<file path="src/rtl/addsub_arbiter.sv">
// addsub_arbiter
//   Round-robin arbiter sharing one signed add/subtract datapath between
//   NUM_REQ requesters. At most one request is granted per cycle. The result
//   lands in a one-entry response register tagged with the requester index.
//   Response backpressure stalls all grants.
//
// Ports
//   clk           rising-edge clock
//   rst_n         asynchronous active-low reset
//   req_valid     per-requester operation valid
//   req_sub       per-requester op select (1 = A-B, 0 = A+B)
//   req_a/req_b   packed operands, requester i at [i*DATA_WIDTH +: DATA_WIDTH]
//   req_ready     one-hot (or zero) acceptance this cycle
//   rsp_valid     response register holds a result
//   rsp_ready     consumer takes the response this cycle
//   rsp_id        index of the requester that issued the operation
//   rsp_result    sum/difference modulo 2^DATA_WIDTH
//   rsp_overflow  signed overflow of the operation
//
// state | meaning
// IDLE  | response register empty
// FULL  | response register holds a result not yet taken
module addsub_arbiter #(
  parameter int DATA_WIDTH = 16,
  parameter int NUM_REQ    = 4,
  localparam int ID_W      = $clog2(NUM_REQ)
) (
  input  logic                          clk,
  input  logic                          rst_n,
  input  logic [NUM_REQ-1:0]            req_valid,
  input  logic [NUM_REQ-1:0]            req_sub,
  input  logic [NUM_REQ*DATA_WIDTH-1:0] req_a,
  input  logic [NUM_REQ*DATA_WIDTH-1:0] req_b,
  output logic [NUM_REQ-1:0]            req_ready,
  output logic                          rsp_valid,
  input  logic                          rsp_ready,
  output logic [ID_W-1:0]               rsp_id,
  output logic [DATA_WIDTH-1:0]         rsp_result,
  output logic                          rsp_overflow
);

  localparam logic [0:0] IDLE = 1'b0;
  localparam logic [0:0] FULL = 1'b1;

  logic [0:0]            state;
  logic [ID_W-1:0]       rr_ptr;
  logic [ID_W-1:0]       win_id;
  logic [ID_W-1:0]       next_ptr;
  logic [NUM_REQ-1:0]    win;
  logic                  found;
  logic                  can_accept;
  logic                  handshake;
  logic                  sub_sel;
  logic                  ovf;
  logic [DATA_WIDTH-1:0] a_sel;
  logic [DATA_WIDTH-1:0] b_sel;
  logic [DATA_WIDTH-1:0] bx;
  logic [DATA_WIDTH-1:0] sum;

  // Scan k = 0..NUM_REQ-1 positions away from rr_ptr; the first valid
  // requester encountered wins.
  always_comb begin
    win    = '0;
    win_id = '0;
    found  = 1'b0;
    for (int k = 0; k < NUM_REQ; k++) begin
      for (int i = 0; i < NUM_REQ; i++) begin
        if (!found && req_valid[i] && (((int'(rr_ptr) + k) % NUM_REQ) == i)) begin
          found  = 1'b1;
          win[i] = 1'b1;
          win_id = ID_W'(i);
        end
      end
    end
  end

  // Operand mux driven by the one-hot win vector only, so operands never
  // reach req_ready or the response outputs combinationally.
  always_comb begin
    a_sel   = '0;
    b_sel   = '0;
    sub_sel = 1'b0;
    for (int i = 0; i < NUM_REQ; i++) begin
      if (win[i]) begin
        a_sel   = req_a[i*DATA_WIDTH +: DATA_WIDTH];
        b_sel   = req_b[i*DATA_WIDTH +: DATA_WIDTH];
        sub_sel = req_sub[i];
      end
    end
  end

  // Subtraction as A + ~B + 1 so that B = -2^(W-1) needs no special case.
  assign bx  = sub_sel ? ~b_sel : b_sel;
  assign sum = a_sel + bx + DATA_WIDTH'(sub_sel);
  assign ovf = (a_sel[DATA_WIDTH-1] & bx[DATA_WIDTH-1] & ~sum[DATA_WIDTH-1]) |
               (~a_sel[DATA_WIDTH-1] & ~bx[DATA_WIDTH-1] & sum[DATA_WIDTH-1]);

  assign can_accept = (state == IDLE) | rsp_ready;
  assign req_ready  = win & {NUM_REQ{can_accept & rst_n}};
  assign handshake  = |(req_valid & req_ready);
  assign next_ptr   = (win_id == ID_W'(NUM_REQ - 1)) ? '0 : win_id + ID_W'(1);
  assign rsp_valid  = (state == FULL);

  always_ff @(posedge clk or negedge rst_n) begin
    if (!rst_n) begin
      state        <= IDLE;
      rr_ptr       <= '0;
      rsp_id       <= '0;
      rsp_result   <= '0;
      rsp_overflow <= 1'b0;
    end else if (handshake) begin
      // Also covers drain-and-accept in the same cycle: stays FULL.
      state        <= FULL;
      rr_ptr       <= next_ptr;
      rsp_id       <= win_id;
      rsp_result   <= sum;
      rsp_overflow <= ovf;
    end else if ((state == FULL) && rsp_ready) begin
      state <= IDLE;
    end
  end

endmodule
</file>
<file path="config.mk">
export PLATFORM = sky130hd
export DESIGN_NAME = addsub_arbiter
export DESIGN_NICKNAME = d
export VERILOG_FILES = /design/src/rtl/addsub_arbiter.sv
export SDC_FILE = /design/constraint.sdc
export NUM_CORES = 1
export LEC_CHECK = 0
export ABC_AREA = 1
export CORE_MARGIN = 1.5
export CORE_UTILIZATION = 43
export CTS_CLUSTER_DIAMETER = 80
export DETAILED_ROUTE_END_ITERATION = 6
export HOLD_SLACK_MARGIN = 0.06
export PLACE_DENSITY_LB_ADDON = 0.15
export SLEW_MARGIN = 20
export SYNTH_ARGS = -nofsm -noshare
export SYNTH_HDL_FRONTEND = slang
export SYNTH_SLANG_ARGS = --single-unit
</file>
<file path="constraint.sdc">
create_clock -name clk -period 10.38 [get_ports clk]
set_input_delay 1.557 -clock clk [delete_from_list [all_inputs] [get_ports clk]]
set_output_delay 1.557 -clock clk [all_outputs]
set_load 0.02 [all_outputs]
</file>
### Word-level counts from Yosys, hierarchy flattened

Cells that the tools add are included.

| storage, ports and cells | value |
|---|---|
| output and inout bits | 24 |
| register bits after elaboration | 22 |
| logic and storage cells | 158 |
| input port bits | 139 |

| operators by class | value |
|---|---|
| $add $sub $neg | 6 |
| muxes and demuxes | 61 |
| reductions and logical operators | 56 |
| equality and inequality tests | 13 |
| bitwise logic cells | 17 |

Operators by type and width:

| kind | count |
|---|---|
| two-way mux 16 bit | 9 |
| zero test 32 bit | 4 |
| two-way mux 1 bit | 37 |
| logical AND 1 bit | 32 |
| two-way mux 2 bit | 15 |
| equality test 3 bit, second input constant | 6 |
| adder 16 x 1 -> 16 bit | 1 |
| adder 16 bit | 1 |
| inverter 16 bit | 1 |
| zero test 1 bit | 15 |
| equality test 3 x 2 -> 1 bit, second input constant | 3 |
| AND 4 bit | 2 |
| equality test 2 bit, second input constant | 3 |
| OR reduction 2 bit | 3 |
| AND 1 bit | 5 |
| adder 2 x 1 -> 2 bit, second input constant | 2 |
| adder 2 bit, second input constant | 2 |
| inverter 1 bit | 4 |
| OR reduction 4 bit | 1 |
| AND 1 bit, first input constant | 3 |
| equality test 2 x 1 -> 1 bit, second input constant | 1 |
| OR 1 bit | 2 |
| nonzero test 2 bit | 1 |

### Logic depth before layout (Yosys ltp)

Gate-level depths: netlist of run 1.

| depth | value |
|---|---|
| word-level depth | 71 |
| depth in mapped cells | 31 |
| depth with buffers taken out | 31 |

### Least setup slack after synthesis of run 1

Ideal clock, no wire load.

| timing | value |
|---|---|
| kind | input -> register |
| from | input req_valid[1] |
| to | register rsp_result[14] |
| data arrival time | 5307 ps |
| path buffers | 1 |
| setup slack | 4937 ps |
| setup time | 135 ps |
| stages | 30 |
| data required time | 10245 ps |
| path through | nand3_1 nand3_2 nor2_4 nand4_4 nor2_4 nand4_4 nor2_4 nand2_1 nand2_2 clkbuf_1 nand2_1 nand2_1 o21ai_0 nand2_1 o21ai_0 xor2_1 fa_1 a21o_1 a21oi_1 o21ai_0 a21oi_1 inv_1 a21oi_1 o21ai_0 a21oi_1 o21bai_1 a21oi_1 o21ai_0 xnor2_1 o21ai_0 |

| on the way | value |
|---|---|
| longest elaborated chain between the ends | 64 |
| elaborated cells between the ends (all ways) | 92 |
| those cells by class | add/sub: 2; mux: 42; bitwise: 3; reduce/logical: 45 |

RTL lines:

| item | line | RTL |
|---|---|---|
| start: declaration | 30 | `input logic [NUM_REQ-1:0] req_valid,` |
| logical AND 1 bit (2 in series) | 68 | `if (!found && req_valid[i] && (((int'(rr_ptr) + k) % NUM_REQ) == i)) begin` |
| two-way mux 1 bit | 68 |  |
| zero test 1 bit | 68 |  |
| logical AND 1 bit (2 in series) | 68 |  |
| two-way mux 1 bit | 68 |  |
| zero test 1 bit | 68 |  |
| logical AND 1 bit (2 in series) | 68 |  |
| two-way mux 1 bit | 68 |  |
| (+44 left out) | - |  |
| zero test 1 bit | 68 |  |
| logical AND 1 bit (2 in series) | 68 |  |
| two-way mux 1 bit | 68 |  |
| two-way mux 16 bit | 84 | `if (win[i]) begin` |
| inverter 16 bit | 93 | `assign bx = sub_sel ? ~b_sel : b_sel;` |
| two-way mux 16 bit | 93 |  |
| adder 16 bit | 94 | `assign sum = a_sel + bx + DATA_WIDTH'(sub_sel);` |
| adder 16 x 1 -> 16 bit | 94 |  |
| end signal: assignment | 116 | `rsp_result <= sum;` |
| end: declaration | 38 | `output logic [DATA_WIDTH-1:0] rsp_result,` |

Several ways; a longest one is shown, not always the timed one.
A chain may end at the register's enable or synchronous reset.

### Worst setup path in the final report of run 1

Ends and elaborated chain as after synthesis.

==> results_dict.tcl, run 1 <==
set metrics [dict create \
    status "complete, but fails checks" \
    violations "design-rule violations" \
    period_share_pct 68.25 \
    worst_slew_pin_slew_ns 0.9862 \
    critPathLaunchType "input port" \
    syn_nets 629 \
    dr.pass1.iters 7 \
    period_needed_ns 7.084 \
    syn_to_final_growth_pct 58.34 \
    avgSynthCellArea_um2 6.140 \
    finish.utilization_pct 71.60 \
    slowest_delay_ns 0.64 \
    ios 163 \
    core-area_um2 6422 \
    whs_ns 0.4834 \
    cp.arrival_ns 7.28 \
    ys_warn_count 0 \
    synth_cells 473 \
    grt_usage_pct 27.99 \
    cp.required_ns 10.58 \
    postCtsSetupBuffers 0 \
    ys_seq_elements 22 \
    cp_max_fo 31 \
    vias 3675 \
    rr_worst_depth 30 \
    final_max_slew_viol_count 0 \
    rows 29 \
    use_met2_pct 52.31 \
    antenna_violating_nets_post_route 0 \
    grt_overflow 0 \
    cts_tree "built" \
    cp_slowest_cell "nor2_2" \
    path_common_cell "a21oi_1" \
    drive_gt1_share_pct 5.323 \
    crit_end "rsp_result[14]" \
    clk_pin_slew_worst_paths_ns 0.08 \
    yosys.cell_types.count 36 \
    grt_pass1_vias 3711 \
    tns_ns 0 \
    r2r_start "rr_ptr[1]" \
    max_cap_violations 0 \
    clockBufferDepth 2 \
    cts_root_buffer "clkbuf_8" \
    clk_latency_ns 0.27 \
    use_met3_pct 3.502 \
    clock_skew_ns 0.003954 \
    die_h_um 85.18 \
    busiest_layer "met2" \
    place.gp.congestion 0.9072 \
    antenna_found_initial 0 \
    slew_headroom_pct 34.05 \
    critPathKind "in2reg" \
    dieArea_um2 7256 \
    worstSetupEndpointType "flop" \
    grt_pass1_wl_mm 16.39 \
    portBuffers 162 \
    drc 3 \
    grt_max_degree 34 \
    r2r_setup_slack_ns 4.56 \
    synth_edf_count 0 \
    routed_wl_mm 10.12 \
    async_reset_ff_share_pct 100.0 \
    ctsHoldBuffers 0 \
    ys.flop_type "dfrtp_1" \
    crit_path_start "req_valid[1]" \
    start_util_pct 45.22 \
    ys_seq_area_share_pct 18.96 \
    hp-class "reg2reg" \
    timing.fmax_ghz 0.1412 \
    final_cell_mix "162 x clkdlybuf4s50_1, 149 x nand2_1, 46 x o21ai_0" \
    nets 777 \
    r2r-end "rsp_result[14]" \
    hold_violations 0 \
    h-tree-depth 1 \
    dr.first_iter.drc_count 143 \
    die_w_um 85.18 \
    cts.repair.resized 0 \
    grtUsageMet1_pct 31.81 \
    setup_viol 0 \
    dp_hpwl_mm 8.509 \
    fillers 555 \
    antennaDiodeCount 0 \
    rsz0062_at_grt "no" \
    viasPerCell 5.273 \
    cts_made_buffers 3 \
    routedWlPerCell_um 14.51 \
    final_common_cell "clkdlybuf4s50_1" \
    syn-cell-area_um2 2904 \
    clock_sinks 22 \
]
[worst max-delay path, delay by kind of cell]
| family | cells | cell delay, ns |
|---|---|---|
| AOI/OAI and AO/OA | 12 | 1.83 |
| xor gates and xnor gates | 1 | 0.13 |
| adders and majority gates | 1 | 0.41 |
| buffers and inverters | 4 | 1.25 |
| and+or+nand+nor | 12 | 2.08 |
[metrics by stage]
step	setup slack (ns)	area [um2]	std cells
after floorplan	4.937	2904	473
after global placement	3.445	4543	693
after detailed placement	3.097	4543	693
after CTS	3.376	4598	697
after global routing	2.792	4598	697
final	3.296	4598	697
[area by class of cell]
| cell class | count | area [um2] | area share [%] |
|---|---|---|---|
| well taps | 77 | 96.34 | 2.095 |
| repair buffers | 163 | 1629 | 35.43 |
| multi-input cells | 396 | 2136 | 46.45 |
| flip-flops and latches | 22 | 550.5 | 11.97 |
| clock buffers | 4 | 55.05 | 1.197 |
| inverters | 35 | 131.4 | 2.857 |
[state kept, by name, indices dropped and copies added (netlist names)]
name	cells
rsp_result	16
rr_ptr	2
rsp_id	2
rsp_overflow	1
rsp_valid	1
[routing by layer]
| metal | wire (um) | up-vias | part of all wire (%) |
|---|---|---|---|
| met4 | 384 | 0 | 3.8 |
| met5 | 0 | - | 0 |
| li1 | - | 1866 | - |
| met1 | 4055 | 1626 | 40 |
| met3 | 624 | 29 | 6.2 |
| met2 | 5052 | 154 | 50 |
[worst min path at each step]
stage	endpoint	slack (ns)	from	cells past startpoint
floorplan	rsp_result[1]	0.59	rsp_result[1]	2
global placement	rsp_result[1]	0.47	rsp_result[1]	2
detailed placement	rsp_result[13]	0.46	rsp_result[13]	2
CTS	rsp_result[13]	0.49	rsp_result[13]	2
global route	rsp_result[13]	0.50	rsp_result[13]	2
finish	rsp_result[13]	0.48	rsp_result[13]	2
[synth_stat cells (2+ instances only)]
| cell type | n | area, um2 |
|---|---|---|
| xor2_1 | 19 | 166.4 |
| nand3_1 | 18 | 90.09 |
| nor3_1 | 5 | 25.02 |
| nor2_2 | 2 | 12.51 |
| nand2_1 | 149 | 559.3 |
| xnor2_1 | 6 | 52.55 |
| inv_2 | 3 | 11.26 |
| ha_1 | 16 | 200.2 |
| clkbuf_1 | 14 | 52.55 |
| nand3_2 | 3 | 30.03 |
| o21ai_1 | 2 | 10.01 |
| o21a_1 | 2 | 15.01 |
| o21ai_0 | 46 | 230.2 |
| a41oi_1 | 3 | 26.28 |
| buf_1 | 2 | 7.510 |
| nor2_4 | 3 | 33.78 |
| or2_2 | 3 | 18.77 |
| buf_2 | 3 | 15.01 |
| nand2_2 | 9 | 56.30 |
| inv_1 | 31 | 116.4 |
| nor2_1 | 37 | 138.9 |
| a21oi_1 | 39 | 195.2 |
| a21o_1 | 2 | 15.01 |
| nand4_1 | 10 | 62.56 |
| a31oi_1 | 12 | 75.07 |
| nand4_4 | 2 | 42.54 |
| dfrtp_1 | 22 | 550.5 |
| o21bai_1 | 2 | 15.01 |
[cells by family (layout without fill, tap and decap cells)]
| kind of cell | count (synthesis) | count (layout) | synth area share, % |
|---|---|---|---|
| and+or+nand+nor | 242 | 242 | 37.27 |
| AOI/OAI and AO/OA | 112 | 112 | 21.15 |
| buffers and inverters | 55 | 202 | 7.496 |
| xor gates and xnor gates | 25 | 25 | 7.540 |
| DFF | 22 | 22 | 18.96 |
| adders and majority gates | 17 | 17 | 7.583 |
Power of run 1 is not shown: default switching activity piles up to over one toggle a cycle in this logic, so the estimate is an artifact.
==> inputs of run 2 (changes only) <==
- CORE_UTILIZATION: 43 -> 40
- clock period: 10.38 -> 6.75 ns (I/O delays scaled with it)
==> results_dict.tcl, run 2 (same netlist as run 1, synthesis figures left out) <==
set metrics [dict create \
    portBuffers 162 \
    cp.arrival_ns 6.15 \
    h-tree-depth 1 \
    cts.repair.resized 0 \
    ctsHoldBuffers 0 \
    grt_max_degree 32 \
    tns_ns 0 \
    viasPerCell 5.250 \
    critPathKind "in2reg" \
    rsz0062_at_grt "no" \
    hold_depth 2 \
    ios 163 \
    cts_made_buffers 3 \
    clk_pin_slew_worst_paths_ns 0.07 \
    final_common_cell "clkdlybuf4s50_1" \
    rows 30 \
    place.gp.congestion 0.8477 \
    start_util_pct 42.05 \
    hp-start "rsp_overflow" \
    reg_top3 "rsp_result (16), rr_ptr (2), rsp_id (2)" \
    highest_layer "met4" \
    antenna_violating_nets_post_route 0 \
    status "completed" \
    dieArea_um2 7780 \
    period_needed_ns 6.007 \
    timing.fmax_ghz 0.1665 \
    clock_sinks 22 \
    grt_pass1_wl_mm 15.91 \
    dr.pass1.iters 5 \
    top_register "rsp_result" \
    core-area_um2 6907 \
    syn_to_final_growth_pct 59.97 \
    r2r-end "rsp_result[14]" \
    period_share_pct 88.99 \
    hold_violations 0 \
    final_cell_mix "162 x clkdlybuf4s50_1, 149 x nand2_1, 46 x o21ai_0" \
    r2r_start "rr_ptr[0]" \
    dr.first_iter.drc_count 184 \
    die_w_um 88.21 \
    cts_tree "built" \
    routed_wl_mm 10.02 \
    setup_viol 0 \
    dp_hpwl_mm 8.345 \
    final_max_slew_viol_count 0 \
    die_h_um 88.21 \
    cp_slowest_cell "clkdlybuf4s50_1" \
    met2_length_mm 4.977 \
    cts_root_buffer "clkbuf_8" \
    hold_path_end "rsp_overflow" \
    cp.required_ns 6.89 \
    worst_slew_pin_slew_ns 0.7790 \
    vias 3780 \
    cp.buffers_inverters 3 \
    wl_met3_um 635 \
    antennaDiodeCount 0 \
    critPathLaunchType "input port" \
    path_common_cell "o21ai_0" \
    drive_gt1_share_pct 5.929 \
    largest_reg_flops 16 \
    max_cap_violations 0 \
    worstSetupEndpointType "flop" \
    cp_max_fo 28 \
    antenna_found_initial 0 \
    nets 782 \
    postCtsSetupBuffers 0 \
    grt_pass1_vias 3508 \
    routedWlPerCell_um 13.91 \
    grt_usage_pct 25.81 \
    path_delay_family "compound AO/OA/AOI/OAI gates" \
    clk_latency_ns 0.26 \
    clockBufferDepth 2 \
    grt_overflow 0 \
    whs_ns 0.4778 \
    slew_headroom_pct 47.52 \
    hp-class "reg2reg" \
    rr_worst_depth 30 \
    r2r_setup_slack_ns 1.54 \
    slowest_delay_ns 0.52 \
    wl_met1_mm 4.122 \
    clock_skew_ns 0.003750 \
    drc 0 \
]
run 2: cell types whose count changed in the layout (fill, tap and decap cells not counted), sizes merged:
| cell | before | now |
|---|---|---|
| clkbuf | 4 | 3 |
| buf | 1 | 6 |
run 2: how the worst max path moves through the flow:
stage,from,end,slack (ns),cells after the start
detailed placement,req_valid[1],rsp_result[14],0.54,30
CTS,req_valid[1],rsp_result[14],0.81,30
global route,req_valid[1],rsp_result[14],0.15,30
global placement,req_valid[1],rsp_result[14],0.81,30
finish,req_valid[1],rsp_result[14],0.74,30
floorplan,req_valid[1],rsp_result[14],1.85,30
run 2: metal layers:
layer	track usage (%)	up-vias
met5	0	-
met2	46.36	165
met1	32.02	1713
met3	2.828	30
li1	-	1872
met4	8.665	0
run 2: per-stage QoR:
stage          cells  instance area, um2  utilization (%)  setup slack, ns
2_1_floorplan    473                2904                -            1.852
3_3_place_gp     717                4604            66.67           0.8087
3_5_place_dp     717                4604            66.67           0.5414
4_1_cts          720                4646            67.26           0.8121
5_1_grt          720                4646            67.26           0.1486
6_report         720                4646            67.26           0.7433
run 2: final cells by class:
type | instances | area, um2
fillers | 646 | 2261
multi-input cells | 396 | 2136
repair buffers | 168 | 1667
flip-flops and latches | 22 | 550.5
inverters | 35 | 131.4
well taps | 96 | 120.1
clock buffers | 3 | 41.29
run 2: worst min-delay path, cell delays in order, from the launching register on:
cell	delay, ns
dfrtp_1	0.34
nand2_1	0.05
nand2_1	0.05
Power of run 2 is left out for the same reason.
==> inputs of run 3 (changes only) <==
- CAP_MARGIN: default -> 30
- CORE_ASPECT_RATIO: default -> 0.7
- SETUP_SLACK_MARGIN: default -> 0.05
==> results_dict.tcl, run 3 (same netlist as run 1, synthesis figures left out) <==
set metrics [dict create \
    ctsHoldBuffers 0 \
    rows 25 \
    grt_pass1_wl_mm 16.93 \
    grt_overflow 0 \
    crit_path_start "req_valid[1]" \
    place.gp.congestion 0.9149 \
    worstSetupPathDepth 30 \
    hp-class "reg2reg" \
    worst_slew_pin_slew_ns 0.7123 \
    dieArea_um2 7789 \
    dp_hpwl_mm 8.760 \
    viasPerCell 5.114 \
    fillers 609 \
    cts_root_buffer "clkbuf_8" \
    slew_headroom_pct 52.01 \
    h-tree-depth 1 \
    status "completed" \
    portBuffers 162 \
    syn_to_final_growth_pct 60.66 \
    clk_pin_slew_worst_paths_ns 0.07 \
    cts_tree "built" \
    rr_worst_depth 30 \
    largest_reg_flops 16 \
    core-area_um2 6882 \
    postLayoutSetupSlackWorst_ns 0.7343 \
    period_needed_ns 6.016 \
    tns_ns 0 \
    drc 0 \
    drive_gt1_share_pct 5.929 \
    top_register "rsp_result" \
    grt_usage_pct 26.82 \
    nets 781 \
    antenna_violating_nets_post_route 0 \
    dr.first_iter.drc_count 209 \
    grt_pass1_vias 3658 \
    cts.repair.resized 0 \
    antennaDiodeCount 0 \
    routed_wl_mm 10.37 \
    slowest_delay_ns 0.53 \
    start_util_pct 42.20 \
    rsz0062_at_grt "no" \
    path_common_cell "o21ai_0" \
    clock_skew_ns 0.005091 \
    die_h_um 74.29 \
    period_share_pct 89.12 \
    dr.pass1.iters 4 \
    timing.fmax_ghz 0.1662 \
    cp.arrival_ns 6.16 \
    r2r_start "rr_ptr[0]" \
    cp.required_ns 6.89 \
    cts_made_buffers 3 \
    max_cap_violations 0 \
    critPathLaunchType "input port" \
    hold_violations 0 \
    crit_end "rsp_result[14]" \
    final_common_cell "clkdlybuf4s50_1" \
    critPathKind "in2reg" \
    clk_latency_ns 0.26 \
    path_delay_family "compound AO/OA/AOI/OAI gates" \
    r2r_setup_slack_ns 1.52 \
    cp_max_fo 28 \
    routedWlPerCell_um 14.44 \
    postCtsSetupBuffers 0 \
    final_max_slew_viol_count 0 \
    setup_viol 0 \
    dpl_worst_slack_ns 0.5535 \
    final_cell_mix "162 x clkdlybuf4s50_1, 149 x nand2_1, 46 x o21ai_0" \
    grt_max_degree 34 \
    clock_sinks 22 \
    die_w_um 104.8 \
    cp_slowest_cell "clkdlybuf4s50_1" \
    reg_top3 "rsp_result (16), rr_ptr (2), rsp_id (2)" \
    worstSetupEndpointType "flop" \
    antenna_found_initial 0 \
    clockBufferDepth 2 \
    cp.buffers_inverters 3 \
    r2r-end "rsp_result[14]" \
    ios 163 \
    vias 3672 \
]
[run 3: cell types whose count changed in the layout (fill, tap and decap cells not counted), sizes merged]
cell | previous run | this run
bufinv | 0 | 1
buf | 6 | 5
[run 3: per-stage QoR]
stage	std cells	util, %	cell area [um2]	hold slack [ns]
detailed placement	714	66.76	4594	0.4655
finish	718	67.80	4666	0.4835
CTS	718	67.80	4666	0.4859
global placement	714	66.76	4594	0.4652
floorplan	473	-	2904	0.5912
global route	718	67.80	4666	0.5135
[run 3: how the worst min path moves through the flow]
stage                         from              to  slack [ns]  depth (start not counted)
floorplan            rsp_result[1]   rsp_result[1]        0.59                          2
global placement     rsp_result[4]   rsp_result[4]        0.47                          2
detailed placement  rsp_result[13]  rsp_result[13]        0.47                          2
CTS                 rsp_result[13]  rsp_result[13]        0.49                          2
global route        rsp_result[13]  rsp_result[13]        0.51                          2
finish              rsp_result[13]  rsp_result[13]        0.48                          2
[run 3: tightest hold or removal path, delay by kind of cell, from the launching register on]
family        cells  cell delay (ns)
flops             1             0.35
simple gates      2             0.10
[run 3: layout make-up]
class / count / area (um2) / share of cell area, %
clock buffers: 3 / 41.29 / 0.8850
clock inverters: 1 / 30.03 / 0.6436
inverters: 35 / 131.4 / 2.816
multi-input cells: 396 / 2136 / 45.78
flip-flops and latches: 22 / 550.5 / 11.80
well taps: 94 / 117.6 / 2.521
repair buffers: 167 / 1659 / 35.56
[run 3: per-layer routing]
layer  GRT usage [%]  vias to the layer above  share of wire, %
met1           33.78                     1637                44
li1                -                     1867                 -
met3           4.294                       22               6.3
met5               0                        -                 0
met2           48.58                      146                47
met4           7.306                        0               2.4
Power of run 3 is left out for the same reason.
